===== src/rtl/fc_vector_serializer.sv =====
// Parallel-to-serial adapter between FC layers: captures an N-word vector on load
// and replays it one signed word per cycle with ena/out_ready handshake. Optional macro: RELU_EN.
module fc_vector_serializer #(
  parameter int N  = 84,
  parameter int DW = 16
) (
  input  logic                 clk,
  input  logic                 reset,
  input  logic [N*DW-1:0]      vec_in,
  input  logic                 load,
  input  logic                 out_ready,
  output logic signed [DW-1:0] dout,
  output logic                 ena,
  output logic                 last,
  output logic                 busy,
  output logic                 done,
  output logic                 overrun
);

  localparam int IDX_W = (N > 1) ? $clog2(N) : 1;
  localparam logic [IDX_W-1:0] IDX_LAST = IDX_W'(N - 1);

  typedef enum logic {
    IDLE = 1'b0,
    SEND = 1'b1
  } state_t;

  state_t               state_p0;
  state_t               state_nxt;
  logic [N*DW-1:0]      shift_p0;
  logic [IDX_W-1:0]     idx_p0;
  logic                 done_p1;
  logic                 overrun_p0;
  logic                 vld_p0;
  logic signed [DW-1:0] head_p0;
  logic                 xfer;
  logic                 final_xfer;
  logic                 accept;

`ifdef RELU_EN
  function automatic logic signed [DW-1:0] relu_clamp(input logic signed [DW-1:0] w);
    return w[DW-1] ? '0 : w;
  endfunction
`endif

  // Handshake decode shared by the FSM and the datapath
  assign vld_p0     = (state_p0 == SEND);
  assign xfer       = vld_p0 & out_ready;
  assign final_xfer = xfer & (idx_p0 == IDX_LAST);
  assign accept     = load & ((state_p0 == IDLE) | final_xfer);
  assign head_p0    = shift_p0[N*DW-1 -: DW];

  always_ff @(posedge clk or posedge reset) begin
    if (reset) begin
      state_p0 <= IDLE;
    end else begin
      state_p0 <= state_nxt;
    end
  end

  always_comb begin
    state_nxt = state_p0;
    case (state_p0)
      IDLE: if (load) state_nxt = SEND;
      SEND: if (final_xfer && !load) state_nxt = IDLE;
      default: state_nxt = IDLE;
    endcase
  end

  always_comb begin
    ena  = vld_p0;
    busy = vld_p0;
    last = vld_p0 & (idx_p0 == IDX_LAST);
    done = done_p1;
    overrun = overrun_p0;
`ifdef RELU_EN
    dout = relu_clamp(head_p0);
`else
    dout = head_p0;
`endif
  end

  // p0: capture / shift stage; idx wraps to 0 after the last word so it stays below N
  always_ff @(posedge clk or posedge reset) begin
    if (reset) begin
      shift_p0 <= '0;
      idx_p0   <= '0;
    end else if (accept) begin
      shift_p0 <= vec_in;
      idx_p0   <= '0;
    end else if (final_xfer) begin
      shift_p0 <= shift_p0 << DW;
      idx_p0   <= '0;
    end else if (xfer) begin
      shift_p0 <= shift_p0 << DW;
      idx_p0   <= idx_p0 + IDX_W'(1);
    end
  end

  // p1: completion pulse and sticky dropped-load flag
  always_ff @(posedge clk or posedge reset) begin
    if (reset) begin
      done_p1    <= 1'b0;
      overrun_p0 <= 1'b0;
    end else begin
      done_p1 <= final_xfer;
      if (load && vld_p0 && !final_xfer) overrun_p0 <= 1'b1;
    end
  end

endmodule


===== config.mk =====
export PLATFORM = sky130hd
export DESIGN_NAME = fc_vector_serializer
export DESIGN_NICKNAME = d
export VERILOG_FILES = /design/src/rtl/fc_vector_serializer.sv
export SDC_FILE = /design/constraint.sdc
export NUM_CORES = 2
export LEC_CHECK = 0
export BUFFER_PORTS_ARGS = -buffer_cell sky130_fd_sc_hd__buf_4
export CORE_AREA = 8 8 528 530
export CTS_CLUSTER_DIAMETER = 30
export CTS_CLUSTER_SIZE = 14
export DETAILED_ROUTE_END_ITERATION = 10
export DIE_AREA = 0 0 536 538
export GPL_TIMING_DRIVEN = 0
export HOLD_SLACK_MARGIN = 0.12
export PLACE_DENSITY_LB_ADDON = 0.3
export SKIP_LAST_GASP = 1
export SYNTH_ARGS = -nofsm -noshare
export SYNTH_HDL_FRONTEND = slang
export SYNTH_SLANG_ARGS = --single-unit

===== constraint.sdc =====
create_clock -name clk -period 81.7 [get_ports clk]
set_clock_uncertainty 0.2 [all_clocks]
set_input_delay 16.34 -clock clk [delete_from_list [all_inputs] [get_ports clk]]
set_output_delay 16.34 -clock clk [all_outputs]
set_load 0.1 [all_outputs]

==> flow_summary.ini <==
[cts]
cts_max_level = 5
post-cts-setup-buffers = 0
clock_latency_on_the_worst_skew_pair_ps = 920
cts.root.buffer_cell = sky130_fd_sc_hd__clkbuf_16
clk_pin_slew_ps = 40
holdBufCountCts = 0
cts_tree = built
clock_tree.buffer_depth = 4
clock_sinks = 1354
postCtsResizedCells = 0
cts_made_buffers = 379

[timing]
timing_max_transition_violations_final = 0
finalCriticalPeriod_ps = 20240
fin_ws_ps = 61460
post-route-period-util_pct = 24.8
count_of_endpoints_failing_hold_in_the_final_timing_report = 0
achievable-frequency_ghz = 0.0494
worst_slew_margin_rel_pct = 37.9
finalSetupViolations = 0
rsz0062_at_grt = false
worstMarginPinSlew_ps = 928
final_sum_of_negative_setup_slack_ps = 0

[place]
placedCellCount = 11600
placement.setup.worst_slack_ps = 60460
hpwlAfterDp_um = 293000
gp_congestion = 0.960
placement.cell_area_sq_mm = 0.0815
port_buffers = 1367

[drt]
dr_total_vias = 65800
dr_vias_cell = 5.30
detail_route.iter0.violations = 6389
final_routed_wirelength_um = 365000
wl_per_cell_um = 29.4
ant_nets = 0
drt-pass1-iter-count = 8
remaining_drc_errors = 0

[critical_path]
cp.arrival_ps = 3700
end_kind = output port
category_of_the_worst_setup_path_launch_point = register
largest_fanout_on_the_critical_path = 10
required_ps = 65160
worstSetupPathType = register to output port

[pwr]
totalPowerFinal_uw = 2680
p_leak_uw = 0.0463
power_density_mw_per_mm2 = 28.3
vdd.ir_drop.worst_mv = 0.0187

[cells_and_area]
post_layout_nonfiller_instances = 12400
multiInputGateArea_sq_mm = 0.0296
commonest_non_fill_non_tap_cell_in_the_layout = sky130_fd_sc_hd__nand2_1
layout.area.seq_sq_mm = 0.0339
nFillCells = 27200
fin_area_sq_mm = 0.0949
layout-drive-gt1-share_pct = 27.0
final_cell_mix = 2,010 x sky130_fd_sc_hd__nand2_1, 1,390 x sky130_fd_sc_hd__buf_4, 1,354 x sky130_fd_sc_hd__dfrtp_1, 677 x sky130_fd_sc_hd__a22oi_1, 668 x sky130_fd_sc_hd__mux2i_1
finalNetCount = 9802
area.growth.synth_to_final_pct = 42.9

[yosys]
postSynthNetCount = 8042
ys_dominant_reg_cell = sky130_fd_sc_hd__dfrtp_1
yosys_register_bits = 1354
synth_warnings = 0
avgSynthCellArea_sq_um = 9.92
synthesis.area_sq_mm = 0.0664
yosys.area.top_type_share_pct = 51.0
synth_top_cells_by_area = sky130_fd_sc_hd__dfrtp_1 51%, sky130_fd_sc_hd__nand2_1 11%, sky130_fd_sc_hd__mux2i_1 10%, sky130_fd_sc_hd__a221o_1 10%, sky130_fd_sc_hd__a22oi_1 7.7%
synth_async_sr_flop_share_pct = 100
post-synth-top-area-cell = sky130_fd_sc_hd__dfrtp_1
yosysSeqAreaShare_pct = 51.0
synthCells = 6693
synth_edf_count = 0
yosysUniqueCellTypes = 35

[die]
floorplan.die_area_sq_mm = 0.288
die_y_um = 538
i_o_pins = 1369
row_count = 191
die-width_um = 536
floorplan.core_area_sq_mm = 0.270
initial_core_util_pct = 24.6

[global_route]
number_of_antenna_violations_at_the_first_check_in_global_routing = 184
first_global_vias = 66500
grt_start_max_net_pins = 124
grt_pass1_wl_um = 505000
grt_use_total_pct = 24.0
overflow = 0

[status]
outcome = complete, no violations

[hold_path]
hold_path.class = register to register

[job]
drv_cap = 0
## worst max-delay path: stages (launching register included)
cell	delay, ps
sky130_fd_sc_hd__dfrtp_1	510
sky130_fd_sc_hd__buf_2	480
sky130_fd_sc_hd__clkbuf_1	620
sky130_fd_sc_hd__clkbuf_1	580
sky130_fd_sc_hd__and3_1	280
sky130_fd_sc_hd__buf_4	320
## flip-flops by register name, indices dropped and copies added, names as in the netlist
name,count
busy,1
overrun,1
idx_p0,7
done,1
shift_p0,1344
## cells in the mapped netlist (2+ instances only)
| master | n |
|---|---|
| sky130_fd_sc_hd__buf_6 | 23 |
| sky130_fd_sc_hd__and2_1 | 3 |
| sky130_fd_sc_hd__nor2b_1 | 2 |
| sky130_fd_sc_hd__nand2_1 | 2010 |
| sky130_fd_sc_hd__dfrtp_1 | 1354 |
| sky130_fd_sc_hd__a221o_1 | 667 |
| sky130_fd_sc_hd__nor3b_1 | 3 |
| sky130_fd_sc_hd__nor2_1 | 20 |
| sky130_fd_sc_hd__clkbuf_1 | 219 |
| sky130_fd_sc_hd__mux2i_1 | 668 |
| sky130_fd_sc_hd__buf_1 | 45 |
| sky130_fd_sc_hd__o31ai_1 | 2 |
| sky130_fd_sc_hd__and3_1 | 4 |
| sky130_fd_sc_hd__o21ai_0 | 652 |
| sky130_fd_sc_hd__buf_2 | 302 |
| sky130_fd_sc_hd__nor3_1 | 2 |
| sky130_fd_sc_hd__buf_4 | 23 |
| sky130_fd_sc_hd__a22oi_1 | 677 |
## power breakdown
group          switching (uW)  internal, uW  total, uW
combinational             153           139        292
sequential               99.7           767        867
clock                     478          1050       1530
total                     731          1950       2680
## cells by family (layout without fill, tap and decap cells)
kind of cell / after synthesis / count (layout) / synth area share, %
XOR/XNOR: 1 / 1 / 0.0132
other: 0 / 84 / 0
adder cells (fa/ha/maj): 1 / 1 / 0.0188
AND/OR/NAND/NOR: 2048 / 2048 / 11.7
flip-flops: 1354 / 1354 / 51.0
multiplexers: 668 / 668 / 10.1
AO/OA/AOI/OAI: 2008 / 2008 / 22.8
buffers and inverters: 613 / 2685 / 4.42
## stage by stage
stage | hold slack, ps | util (%)
after floorplan | 262 | -
after global placement | 252 | 30.1
after detailed placement | 279 | 30.2
after CTS | 234 | 35.1
after global routing | 271 | 35.1
final | 226 | 35.2
## layout make-up
type                            count  area share (%)
Buffer                            612            3.09
Timing Repair Buffer             1379            11.2
Multi-Input combinational cell   4726            31.2
Tap cell                         3570            4.71
Antenna cell                       84           0.222
Sequential cell                  1354            35.7
Clock buffer                      506            11.2
Inverter                            1          0.0119
Clock inverter                    187            2.71
## layer usage
metal / track usage [%] / part of all wire [%] / up-vias
li1: - / - / 28400
met5: 0 / 0.19 / -
met1: 29.0 / 39 / 33400
met3: 7.49 / 8.7 / 842
met4: 12.7 / 5.6 / 114
met2: 38.3 / 46 / 3116
## final timing paths
kind                                                 start                         end  slack [ps]  depth (start not counted)
worst max-delay path                        busy$_DFF_PP0_                        last       61460                          5
max in group asynchronous                            reset   shift_p0[874]$_DFFE_PP0P_       61470                          9
min in group asynchronous                            reset    shift_p0[82]$_DFFE_PP0P_       15330                          2
worst min-delay path            shift_p0[1271]$_DFFE_PP0P_  shift_p0[1287]$_DFFE_PP0P_         230                          2
worst min register to register  shift_p0[1271]$_DFFE_PP0P_  shift_p0[1287]$_DFFE_PP0P_         230                          2
worst max register to register              busy$_DFF_PP0_   shift_p0[908]$_DFFE_PP0P_       77960                          8
No activity file was read; power rests on OpenSTA's default activity.
